## src/rtl/hazard_unit_mc.sv

```systemverilog
// hazard_unit_mc: ID-stage hazard controller for the 5-stage MIPS core.
// Combinational forwarding selects and stall/flush controls, plus a
// multi-cycle HI/LO busy tracker and a saturating stalled-cycle counter.
module hazard_unit_mc #(
  parameter int RA_W      = 5,
  parameter int MUL_LAT   = 4,
  parameter int DIV_LAT   = 33,
  parameter int BR_FWD_EX = 0,
  parameter int CNT_W     = 32
) (
  input  logic             clk,
  input  logic             rst_n,
  input  logic             id_valid,
  input  logic [RA_W-1:0]  id_rs,
  input  logic [RA_W-1:0]  id_rt,
  input  logic             id_rs_rd,
  input  logic             id_rt_rd,
  input  logic             id_is_br,
  input  logic             id_br_taken,
  input  logic             id_md_start,
  input  logic             id_md_div,
  input  logic             id_hilo_acc,
  input  logic             ex_wr_en,
  input  logic [RA_W-1:0]  ex_wr_addr,
  input  logic             ex_is_load,
  input  logic             me_wr_en,
  input  logic [RA_W-1:0]  me_wr_addr,
  output logic [1:0]       fwd_a_sel,
  output logic [1:0]       fwd_b_sel,
  output logic             stall_pc,
  output logic             stall_ifid,
  output logic             bubble_idex,
  output logic             flush_ifid,
  output logic             md_busy,
  output logic             md_done,
  output logic [CNT_W-1:0] stall_cycles
);

  localparam int MD_MAX = (DIV_LAT > MUL_LAT) ? DIV_LAT : MUL_LAT;
  localparam int MD_W   = $clog2(MD_MAX + 1);

  // Forwarding encoding: ALU result in EX wins over ME; a load in EX has
  // no data yet, so it falls through to ME (the stall covers that case).
  function automatic logic [1:0] fwd_sel(input logic hit_e, input logic hit_m,
                                         input logic e_load);
    if (hit_e && !e_load) return 2'd1;
    else if (hit_m)       return 2'd2;
    else                  return 2'd0;
  endfunction

  // Increment that sticks at all-ones instead of wrapping.
  function automatic logic [CNT_W-1:0] sat_inc(input logic [CNT_W-1:0] c);
    return (&c) ? c : c + CNT_W'(1);
  endfunction

  logic            live_a, live_b;
  logic            hit_e_a, hit_e_b, hit_m_a, hit_m_b;
  logic            load_use, br_ex, md_hz, stall, fire;
  logic [MD_W-1:0] md_cnt_q, md_cnt_d;
  logic            md_done_q, md_done_d;
  logic [CNT_W-1:0] stall_cnt_q, stall_cnt_d;

  // Dependence detection and stall/forward decisions for the ID instruction.
  always_comb begin
    live_a  = id_valid && id_rs_rd && (id_rs != '0);
    live_b  = id_valid && id_rt_rd && (id_rt != '0);
    hit_e_a = live_a && ex_wr_en && (ex_wr_addr == id_rs);
    hit_e_b = live_b && ex_wr_en && (ex_wr_addr == id_rt);
    hit_m_a = live_a && me_wr_en && (me_wr_addr == id_rs);
    hit_m_b = live_b && me_wr_en && (me_wr_addr == id_rt);

    load_use = (hit_e_a || hit_e_b) && ex_is_load;
    br_ex    = id_is_br && (hit_e_a || hit_e_b) && !ex_is_load && (BR_FWD_EX == 0);
    md_hz    = md_busy && (id_md_start || id_hilo_acc);
    stall    = load_use || br_ex || md_hz;
    fire     = id_valid && !stall;

    fwd_a_sel   = fwd_sel(hit_e_a, hit_m_a, ex_is_load);
    fwd_b_sel   = fwd_sel(hit_e_b, hit_m_b, ex_is_load);
    stall_pc    = stall;
    stall_ifid  = stall;
    bubble_idex = stall;
    // A stalled branch re-resolves next cycle, so it must not squash yet.
    flush_ifid  = id_valid && id_br_taken && !stall;
  end

  // HI/LO occupancy countdown; a start can only fire while the unit is idle.
  always_comb begin
    md_cnt_d  = md_cnt_q;
    md_done_d = 1'b0;
    if (md_cnt_q != '0) begin
      md_cnt_d  = md_cnt_q - MD_W'(1);
      md_done_d = (md_cnt_q == MD_W'(1));
    end
    if (fire && id_md_start) begin
      md_cnt_d = id_md_div ? MD_W'(DIV_LAT) : MD_W'(MUL_LAT);
    end
  end

  // Stalled-cycle counter next state.
  always_comb begin
    stall_cnt_d = stall ? sat_inc(stall_cnt_q) : stall_cnt_q;
  end

  // State registers; reset abandons any in-flight mul/div without md_done.
  always_ff @(posedge clk or negedge rst_n) begin
    if (!rst_n) begin
      md_cnt_q    <= '0;
      md_done_q   <= 1'b0;
      stall_cnt_q <= '0;
    end else begin
      md_cnt_q    <= md_cnt_d;
      md_done_q   <= md_done_d;
      stall_cnt_q <= stall_cnt_d;
    end
  end

  assign md_busy      = (md_cnt_q != '0);
  assign md_done      = md_done_q;
  assign stall_cycles = stall_cnt_q;

endmodule
```

## config.mk

```make
export PLATFORM = sky130hd
export DESIGN_NAME = hazard_unit_mc
export DESIGN_NICKNAME = d
export VERILOG_FILES = /design/src/rtl/hazard_unit_mc.sv
export SDC_FILE = /design/constraint.sdc
export NUM_CORES = 1
export LEC_CHECK = 0
export CAP_MARGIN = 20
export CORE_ASPECT_RATIO = 0.8
export CORE_MARGIN = 5
export CORE_UTILIZATION = 29
export CTS_BUF_LIST = sky130_fd_sc_hd__clkbuf_4 sky130_fd_sc_hd__clkbuf_8
export CTS_CLUSTER_DIAMETER = 80
export DETAILED_ROUTE_END_ITERATION = 8
export PLACE_DENSITY = 0.56
export SYNTH_ARGS = -nofsm -noshare
export SYNTH_HDL_FRONTEND = slang
export SYNTH_SLANG_ARGS = --single-unit
```

## constraint.sdc

```tcl
create_clock -name clk -period 3.5 [get_ports clk]
set_clock_uncertainty 0.15 [all_clocks]
set_input_delay 0.7 -clock clk [delete_from_list [all_inputs] [get_ports clk]]
set_output_delay 0.7 -clock clk [all_outputs]
set_load 0.02 [all_outputs]
```

## Yosys cells after proc, flatten, opt, wreduce, memory -nomap -nowiden

Index checks and enable logic that the tools add are counted.
W data, S select, Z words.

- Register bits after elaboration: 39
- Latch bits: 0
- Bits in writable memories: 0
- Memory bits (read-only): 0
- Input port bits: 33
- Output and inout port bits: 42
- Logic and storage cells: 53
- Memories kept: 0

- Add/subtract/negate cells: 2
- Multiply operators: 0
- Div/mod/pow operators: 0
- $lt $le $gt $ge: 0
- Equal/unequal tests: 5
- Shifts and indexed selects: 0
- Multiplexer cells: 8
- Bitwise operators: 1
- Reductions and logical operators: 34

Operators with widths:

| kind | number |
|---|---|
| $add A32 B1 Y32 const B | 1 |
| $reduce_and A32 Y1 | 1 |
| $logic_and A1 B1 Y1 | 22 |
| $eq A5 B5 Y1 | 4 |
| $mux W6 | 3 |
| $reduce_bool A5 Y1 | 2 |
| $mux W2 | 4 |
| $eq A6 B1 Y1 const B | 1 |
| $reduce_bool A6 Y1 | 1 |
| $sub A6 B1 Y6 const B | 1 |
| $logic_or A1 B1 Y1 | 4 |
| $logic_not A1 Y1 | 2 |
| $reduce_and A2 Y1 | 1 |
| $reduce_bool A2 Y1 | 1 |
| $mux W1 | 1 |
| $not A1 Y1 | 1 |

## Logic depth before layout (Yosys ltp)

- Depth in word-level cells: 13
- Mapped depth: 11
- Depth with buffers taken out: 9

## Worst setup path before layout

No wires, ideal clock.

- Kind: input to output
- Start point: in id_rt[1]
- End point: out fwd_b_sel[1]
- Arrival time: 2.218 ns
- Required time: 2.650 ns
- Setup slack: 0.432 ns
- Stages on the path: 4
- Path buffers: 0
- Cells stage by stage: or4_1 -> nor2_1 -> nor4_1 -> nor4_1

- Cells in the longest elaborated chain, start to end: 6
- Elaborated cells on any way between the ends: 11
- Classes of those cells: eq/ne: 2; mux: 2; reduce/logical: 7

Ends and longest elaborated chain:

| element | line | text |
|---|---|---|
| start, declared | 15 | `input logic [RA_W-1:0] id_rt,` |
| $reduce_bool A5 Y1 | 66 | `live_b = id_valid && id_rt_rd && (id_rt != '0);` |
| $logic_and A1 B1 Y1 | 66 |  |
| $logic_and A1 B1 Y1 (on tied branches) (2 in series) | 70, 68 |  |
| $mux W2 or $logic_and A1 B1 Y1 (tied branches) | 47, 46 |  |
| $mux W2 (*) | 46 | `if (hit_e && !e_load) return 2'd1;` |
| end, declared | 29 | `output logic [1:0] fwd_b_sel,` |

Every way passes the cells marked *; elsewhere a longest branch is shown, timed or not.

## Worst setup path after layout

- Start point: in id_rs[1]
- End point: out flush_ifid

- Cells in the longest elaborated chain, start to end: 11
- Elaborated cells on any way between the ends: 13
- Classes of those cells: eq/ne: 1; reduce/logical: 12

Ends and longest elaborated chain:

| element | line | text |
|---|---|---|
| start, declared | 14 | `input logic [RA_W-1:0] id_rs,` |
| $reduce_bool A5 Y1 | 65 | `live_a = id_valid && id_rs_rd && (id_rs != '0);` |
| $logic_and A1 B1 Y1 | 65 |  |
| $logic_and A1 B1 Y1 | 67 | `hit_e_a = live_a && ex_wr_en && (ex_wr_addr == id_rs);` |
| $logic_and A1 B1 Y1 (*) | 67 |  |
| $logic_or A1 B1 Y1 (*) | 72, 73 |  |
| $logic_and A1 B1 Y1 (2 in series) | 73 | `br_ex = id_is_br && (hit_e_a \|\| hit_e_b) && !ex_is_load && (BR_FWD_EX == 0);` |
| $logic_or A1 B1 Y1 (*) (2 in series) | 75 | `stall = load_use \|\| br_ex \|\| md_hz;` |
| $logic_not A1 Y1 (*) | 84 | `flush_ifid = id_valid && id_br_taken && !stall;` |
| $logic_and A1 B1 Y1 (*) | 84 |  |
| end, declared | 33 | `output logic flush_ifid,` |

Marked as above.

==> run_results.csv <==
group,metric,value,unit
clocking,cts_setup_buffers,0,
power_and_ir_drop,sw_frac_of_total,34.3,%
critical_path,r2r_cells,10,
clocking,ctsHoldBuffers,0,
routing,num_vias,1938,
power_and_ir_drop,p_sw,0.505,mW
timing,post-route-worst-setup-slack,82.2,ps
timing,min_period_over_period,97.7,%
layout,seq_area,976,sq um
layout,fin_cells,433,
clocking,cts_max_level,2,
flow_run,maxCapViolCount,0,
placed_design,port_buffers,74,
power_and_ir_drop,p_clk_share,21.3,%
critical_path,crit_fanout,2,
synthesis,synth_cell_types,42,
synthesis,yosysSeqAreaShare,42.4,%
worst_hold_path,worstHoldPathType,"reg -> reg",
clocking,clock-sinks,39,
synthesis,synth-edff-count,0,
layout,final_net_count,360,
critical_path,start_kind,"input pin",
global_route,grt_pass1_vias,1997,
routing,ant_nets,0,
synthesis,ys_seq_elements,39,
timing,worstMarginPinSlew,885,ps
timing,slew_violations,0,
critical_path,cp_data_arrival_time,2570,ps
power_and_ir_drop,p_per_area,434,nW/um^2
synthesis,synth_area,2300,sq um
global_route,antenna_found_initial,0,
synthesis,syn_avg_cell_area,10.2,sq um
routing,wire_per_inst,14.4,um
placed_design,dp_hpwl,4.81,mm
clocking,tritoncts,"done",
status,outcome,"completed",
critical_path,setup.worst_path.class,"in -> out",
floorplanning,start_util,29.3,%
critical_path,cp-end-kind,"primary output",
timing,finalHoldViolCount,0,
clocking,cts_inserted_buffers,5,
routing,drc_errors,0,
placed_design,dpl_worst_slack,-392,ps
synthesis,async_reset_ff_share,100,%
routing,drt_wl_total,6.24,mm
timing,finalSetupViolations,0,
layout,diodes,0,
timing,relSlewSlack,41.0,%
floorplanning,die_h,89.7,um
timing,setup-tns-final,0,ps
synthesis,syn_nets,262,
placed_design,gp_congestion,0.905,
layout,fill_cells,790,
critical_path,rr_startpoint,"md_cnt_q[0]$_DFFE_PN0P_",
timing,rsz0062_at_grt,"false",
power_and_ir_drop,pwr-share-comb,36.4,%
layout,drive_above_1_share,20.6,%
power_and_ir_drop,seq_power_share,42.3,%
clocking,clockRootBuffer,"clkbuf_8",
power_and_ir_drop,peakVddDrop,370,uV
timing,min_period,3420,ps
global_route,overflow,0,
routing,drtIter0Drc,54,
floorplanning,die_area,9820,sq um
power_and_ir_drop,power.internal,0.966,mW
synthesis,syn_inst,226,
floorplanning,pin_count,75,
floorplanning,fp.coreArea,7840,sq um
synthesis,synth-main-ff-cell,"dfrtp_1",
layout,synthToLayoutAreaGrowth,47.4,%
floorplanning,rows,29,
timing,hold_slack,335,ps
clocking,cts_buffer_depth,2,
critical_path,crit_path_end,"flush_ifid",
global_route,grt_pass1_wl,10.0,mm
synthesis,synth_warnings,0,
power_and_ir_drop,p_leak,1.42,nW
critical_path,crit_required,2650,ps
critical_path,critPathLaunch,"id_rs[1]",
critical_path,r2r_end,"stall_cycles[23]$_DFFE_PN0P_",
timing,fmax,293,MHz
clocking,clock_latency,290,ps
global_route,track_usage,13.2,%
layout,multi_input_area,1300,sq um
clocking,clkSlewWorstSetupHoldPaths,80,ps
worst_hold_path,holdPathStages,1,
placed_design,placed_cells,425,
layout,final_core_util,43.2,%
critical_path,rrSetupSlack,1050,ps
routing,firstDrtPassIters,4,
floorplanning,fp.dieW,110,um
global_route,grt_max_degree,40,
routing,vias_per_cell,4.48,
[synthesized netlist by cell type, drive strengths merged, types with 2 or more instances]
master | n | area [sq um]
buf | 5 | 57.6
nand3 | 16 | 80.1
o21ai | 4 | 20.0
nor4 | 6 | 43.8
xnor2 | 32 | 280
ha | 3 | 37.5
xor2 | 19 | 166
inv | 4 | 15.0
or4 | 2 | 15.0
nor3 | 7 | 40.0
o31ai | 2 | 20.0
nand2 | 24 | 90.1
nor2 | 19 | 98.9
dfrtp | 39 | 976
a21oi | 2 | 21.3
or3 | 3 | 28.8
nand2b | 3 | 18.8
nand4 | 12 | 75.1
mux2 | 2 | 22.5
and3 | 11 | 78.8
[critical path, cell delays in order]
cell,delay (ps)
clkdlybuf4s50_1,430
or4_4,560
o211ai_4,210
nor3_4,80
o22ai_4,130
and2_4,160
and3_1,140
buf_2,160
[layout make-up]
class | count | share of cell area, %
inverter | 4 | 0.443
tap | 108 | 3.99
timing repair buffer | 96 | 25.9
multi-input combinational | 178 | 38.3
clock inverter | 1 | 0.148
clock buffer | 7 | 2.47
sequential | 39 | 28.8
[what timing repair did]
action,4_1_cts,5_1_grt
setup endpoints to repair,8,7
pin swaps,2,2
resized for setup,27,11
hold endpoints to repair,0,0
[cells in the final DEF (no fill, tap or decap), drive strengths merged, types with 2 or more instances in the layout]
master         count
nand4             12
o21ai              4
o31ai              2
mux2               2
or4                2
nand2             24
nor2              19
and3              11
or3                3
ha                 3
nor3               7
nor4               6
xor2              19
dfrtp             39
clkbuf             9
xnor2             32
nand2b             3
nand3             16
buf               28
clkdlybuf4s50     65
inv                4
a21oi              2
[power groups by stage]
stage	Combinational, mW	Clock, mW	Sequential (mW)
after floorplan	0.258	0	0.663
after global placement	0.535	0	0.627
after detailed placement	0.540	0	0.628
after CTS	0.540	0.325	0.621
after global routing	0.588	0.347	0.635
final	0.535	0.313	0.623
[layer usage]
layer	track usage (%)	vias up	part of all wire (%)	routed length [um]
met5	0	-	0	0
met4	3.51	0	1.9	121
met3	4.15	8	3.7	232
met2	19.3	36	45	2820
met1	18.8	911	49	3060
li1	-	983	-	-
[registers in the layout, summed over array words and instances (netlist names)]
register and cells:
md_cnt_q 6, md_done 1, stall_cycles 32
[metrics by stage]
| step | cell area, sq um | total power, mW |
|---|---|---|
| floorplan | 2300 | 0.921 |
| global placement | 3290 | 1.16 |
| detailed placement | 3290 | 1.17 |
| CTS | 3390 | 1.48 |
| global route | 3390 | 1.57 |
| finish | 3390 | 1.47 |
[worst min path at each step]
| stage | startpoint | to |
|---|---|---|
| after floorplan | rst_n | md_cnt_q[0]$_DFFE_PN0P_ |
| after global placement | stall_cycles[11]$_DFFE_PN0P_ | stall_cycles[11]$_DFFE_PN0P_ |
| after detailed placement | md_cnt_q[2]$_DFFE_PN0P_ | md_done$_DFF_PN0_ |
| after CTS | md_cnt_q[2]$_DFFE_PN0P_ | md_done$_DFF_PN0_ |
| after global routing | md_cnt_q[2]$_DFFE_PN0P_ | md_done$_DFF_PN0_ |
| final | md_cnt_q[2]$_DFFE_PN0P_ | md_done$_DFF_PN0_ |
[cell families after synthesis]
family	synth area share [%]
and+or+nand+nor	26.9
xor gates and xnor gates	19.4
DFF	42.4
AOI/OAI and AO/OA	5.44
buffers and inverters	3.16
adders and majority gates	1.63
muxes	0.979
No activity file was read; power rests on OpenSTA's default activity.
==> patch 1, RTL diff (same flow settings) <==
Make the reset (`rst_n`) synchronous in one clocked block.
--- a/src/rtl/hazard_unit_mc.sv
+++ b/src/rtl/hazard_unit_mc.sv
@@ -104,5 +104,5 @@
 
   // State registers; reset abandons any in-flight mul/div without md_done.
-  always_ff @(posedge clk or negedge rst_n) begin
+  always_ff @(posedge clk) begin
     if (!rst_n) begin
       md_cnt_q    <= '0;
Check against the original RTL: differs if rst_n is asserted again (counterexample within 4 cycles, from zero or initial values and one cycle with rst_n low); with rst_n held inactive, the same outputs for 10 cycles.
==> patch 1 against the unedited design <==
The run now ends with negative setup slack left. Critical path depth grew 1. Setup slack lost 0.089 ns. Routed wire length grew 8.7%. Area after synthesis grew 3.4%. First-iteration DRC count grew 98%. Cell area grew 2.4%. Power shrank 2.9%. Sequential cell count is the same. Sequential share of layout area shrank 6.3 points. Largest cell class unchanged.
==> patch 1: results (changes against the unedited design) <==
* Status: finished with violations
* Failing checks: negative setup slack
* Reg2reg start: md_cnt_q[0]
* Final wirelength at 6776 um (+8.7%)
* Synth top area cells: dfxtp_1 (33%), xnor2_1 (8.8%), mux2i_1 (7.2%), nand2_1 (5.8%), nor2_1 (4.6%)
* Worst Max-Slew Pin Slew at 0.7004 ns (-0.1847 ns)
* Register area share after synthesis at 32.82% (-9.6 points)
* Flop-to-flop setup slack at 0.75 ns (-0.30 ns)
* Delay-heaviest family, CP: buffers and inverters
* Fill count at 799 (+1.1%)
* Commonest cells post-synth: dfxtp_1 (39), nand2_1 (37), nor2_1 (29), xnor2_1 (24), mux2i_1 (17)
* WHS Path Cells at 2 (+1)
* DR vias at 2305 (+19%)
* Synth cell types at 44 (+4.8%)
* Final hold slack at 0.3428 ns (+0.008060 ns)
* Worst R2R End: stall_cycles[27]
* Final Setup Violations at 1 (+1)
* Final-stage net count at 419 (+16%)
* Critical-path maximum fanout at 3 (+1)
* Largest net degree at the start of global routing at 37 (-7.5%)
* Iter 0 DRT Violations at 107 (+98%)
* Post-layout worst setup margin at -0.007111 ns (-0.08932 ns)
* Static leakage at 1.334 nW (-5.8%)
* First-pass GRT wire length at 11300 um (+13%)
* All-Layer GR Usage at 13.35% (+0.14 points)
* DPL Wire Length at 5293 um (+10%)
==> patch 1: cell count changes after synthesis, sizes merged, moves of 10 or more <==
cell    delta
mux2i     +17
dfxtp     +39
nand2     +13
nand2b    +10
dfrtp     -39
nor2      +11
==> patch 1: per-stage QoR <==
step                setup WS [ns]  utilization (%)  power (mW)  setup TNS, ns  instances
floorplan                  0.4324                -      0.9334              0        289
global placement          -0.3082            42.39       1.156         -1.632        483
global route             -0.06431            43.66       1.536       -0.07960        490
CTS                       0.01721            43.54       1.461              0        490
finish                  -0.007111            43.66       1.427      -0.007111        490
detailed placement        -0.3261            42.39       1.156         -1.706        483
==> patch 1: where the power goes <==
group / internal (mW) / switching (mW)
Clock: 0.155 / 0.143
Sequential: 0.486 / 0.0428
Combinational: 0.287 / 0.313
==> patch 1: cells by family after synthesis <==
logic type / after synthesis / share of synthesized area [%]
simple gates: 152 / 34.09
flops: 39 / 32.82
xor+xnor: 35 / 12.89
compound gates: 21 / 6.892
buf+inv: 21 / 4.050
mux: 17 / 7.154
fa+ha+maj: 4 / 2.104
==> patch 1: cell type report <==
class / count / area [sq um] / area share [%]
Clock buffer: 6 / 82.58 / 2.380
Clock inverter: 1 / 5.005 / 0.1442
Inverter: 10 / 37.54 / 1.082
Multi-Input combinational cell: 229 / 1529 / 44.07
Sequential cell: 39 / 780.7 / 22.50
Tap cell: 108 / 135.1 / 3.895
Timing Repair Buffer: 97 / 899.6 / 25.93
==> patch 1: worst max path at each step <==
stage | slack, ns | cells past startpoint | to
after global placement | -0.31 | 8 | flush_ifid
after detailed placement | -0.33 | 8 | flush_ifid
after CTS | 0.02 | 8 | flush_ifid
final | -0.007 | 9 | stall_pc
after floorplan | 0.43 | 4 | fwd_b_sel[1]
after global routing | -0.06 | 9 | stall_pc
==> patch 1: per-layer routing <==
metal	vias up	share of wire [%]	track usage [%]	wire [um]
li1	1205	-	-	-
met1	1055	51	19.89	3469
met2	43	43	19.63	2928
met3	2	5.2	3.721	351
met4	0	0.38	1.824	26
met5	-	0	0	0
==> patch 1: what timing repair did <==
action / CTS / global route
pin swaps: 0 / 1
setup endpoints to repair: 7 / 6
gates resized for setup: 16 / 9
==> patch 1: worst reg2reg max path: cells and delay by family, from the launching register on <==
kind / cells / cell delay (ns)
AOI/OAI and AO/OA: 1 / 0.18
adders and majority gates: 1 / 0.22
buffers and inverters: 2 / 0.26
DFF: 1 / 0.42
muxes: 1 / 0.20
and+or+nand+nor: 4 / 1.27
==> patch 2, RTL diff (same flow settings) <==
Without the edit above. `MUL_LAT`: 4 -> 8.
--- a/src/rtl/hazard_unit_mc.sv
+++ b/src/rtl/hazard_unit_mc.sv
@@ -4,5 +4,5 @@
 module hazard_unit_mc #(
   parameter int RA_W      = 5,
-  parameter int MUL_LAT   = 4,
+  parameter int MUL_LAT   = 8,
   parameter int DIV_LAT   = 33,
   parameter int BR_FWD_EX = 0,
Check against the original RTL: not equivalent (a bounded check fails within 10 cycles, from zero or initial values and one cycle with rst_n low).
==> patch 2 against the unedited design <==
Global-route usage is 0.67 points higher. Power up 2.9%. Cell area up 5.2%. Setup slack improved by 0.049 ns. Core utilization rose by 2.2 points. Routed wire length grew 2.2%. Register-to-register slack worse by 0.10 ns. Sequential share of layout area fell by 1.4 points. Count of clock-buffer cells in the layout decreased by 2. Clock power rose by 23%. Synthesized cell count fell by 1.3%. Area after synthesis up 0.11%. Sequential cell count unchanged. Largest power group unchanged.
==> patch 2: results (changes against the unedited design) <==
* Post-CTS setup buffers at 9 (+9)
* Synth top area cells: dfrtp_1 (42%), xor2_1 (11%), xnor2_1 (9.1%), nand2_1 (3.3%), nor2_1 (3.3%)
* Synth Instances at 223 (-1.3%)
* Placed insts at 422 (-0.71%)
* CTS resizes at 37 (+37%)
* Synth Net Count at 259 (-1.1%)
* Status: finished clean
* Via density at 4.559 (+1.9%)
* Synth cell types at 41 (-2.4%)
* HP Start: stall_cycles[13]
* Mux contribution to synthesized area at 1.359% (+0.38 points)
* Static leakage at 1.645 nW (+16%)
* Post-DP Area at 0.003297 sq mm (+0.19%)
* Final hold slack at 0.3390 ns (+0.004297 ns)
* DR vias at 2024 (+4.4%)
* Compound-cell area share of the yosys netlist at 4.620% (-0.82 points)
* First-pass GRT wire length at 10650 um (+6.3%)
* Worst Max-Slew Pin Slew at 0.8769 ns (-0.008171 ns)
* Post-synthesis adder-cell area fraction at 1.630% (-0.0018 points)
* Routability congestion estimate at 0.8840 (-2.3%)
* DPL Wire Length at 4884 um (+1.6%)
* Commonest cells post-synth: dfrtp_1 (39), xor2_1 (29), xnor2_1 (24), nand2_1 (20), nor2_1 (20)
* Critical path origin: id_rs[4]
* Final-stage net count at 370 (+2.8%)
* Initial antenna violation count at 1 (+1)
* WHS Endpoint: stall_cycles[13]
* Worst R2R End: stall_cycles[27]
* Vias in the first global route at 2162 (+8.3%)
* Peak supply drop at 0.1882 mV (-49%)
-- patch 2: cell types whose count changed after synthesis, moves of 4 or more --
cell / delta
inv_1: +5
nand2_1: -4
nand3_1: -5
nand4_1: -4
nand4_2: +4
nor2_1: +10
nor2_2: -7
xnor2_1: -8
xor2_1: +10
-- patch 2: layout make-up --
| cell class | instances | area, sq um |
|---|---|---|
| clock inverter | 3 | 43.79 |
| timing repair buffer | 107 | 987.2 |
| fill | 775 | 4273 |
| sequential | 39 | 975.9 |
| inverter | 9 | 33.78 |
| antenna | 1 | 2.502 |
| clock buffer | 5 | 68.82 |
| tap | 108 | 135.1 |
| multi-input combinational | 172 | 1318 |
-- patch 2: critical path: stages --
cell	delay [ns]
clkdlybuf4s50_1	0.46
or4_4	0.42
o211ai_1	0.22
nand4b_4	0.18
a21oi_2	0.07
nor2_2	0.17
and3_1	0.18
buf_6	0.12
-- patch 2: metal layers --
layer,wire length (um),up-vias,GRT usage (%)
met5,0,-,0
met4,62,0,2.718
met3,557,6,5.147
met1,2979,950,18.39
li1,-,996,-
met2,2770,72,21.94
-- patch 2: how the worst max path moves through the flow --
stage | to | slack, ns | cells after the start
after global placement | flush_ifid | -0.40 | 8
final | flush_ifid | 0.13 | 8
after global routing | stall_pc | -0.006 | 9
after floorplan | fwd_b_sel[1] | 0.42 | 5
after detailed placement | flush_ifid | -0.49 | 8
after CTS | stall_cycles[27] | 0.002 | 15
-- patch 2: power by group through the flow --
stage	logic (mW)	clock network, mW	registers, mW
final	0.500	0.385	0.628
after global routing	0.551	0.419	0.645
after global placement	0.483	0	0.636
after floorplan	0.243	0	0.666
after detailed placement	0.492	0	0.635
after CTS	0.507	0.397	0.629
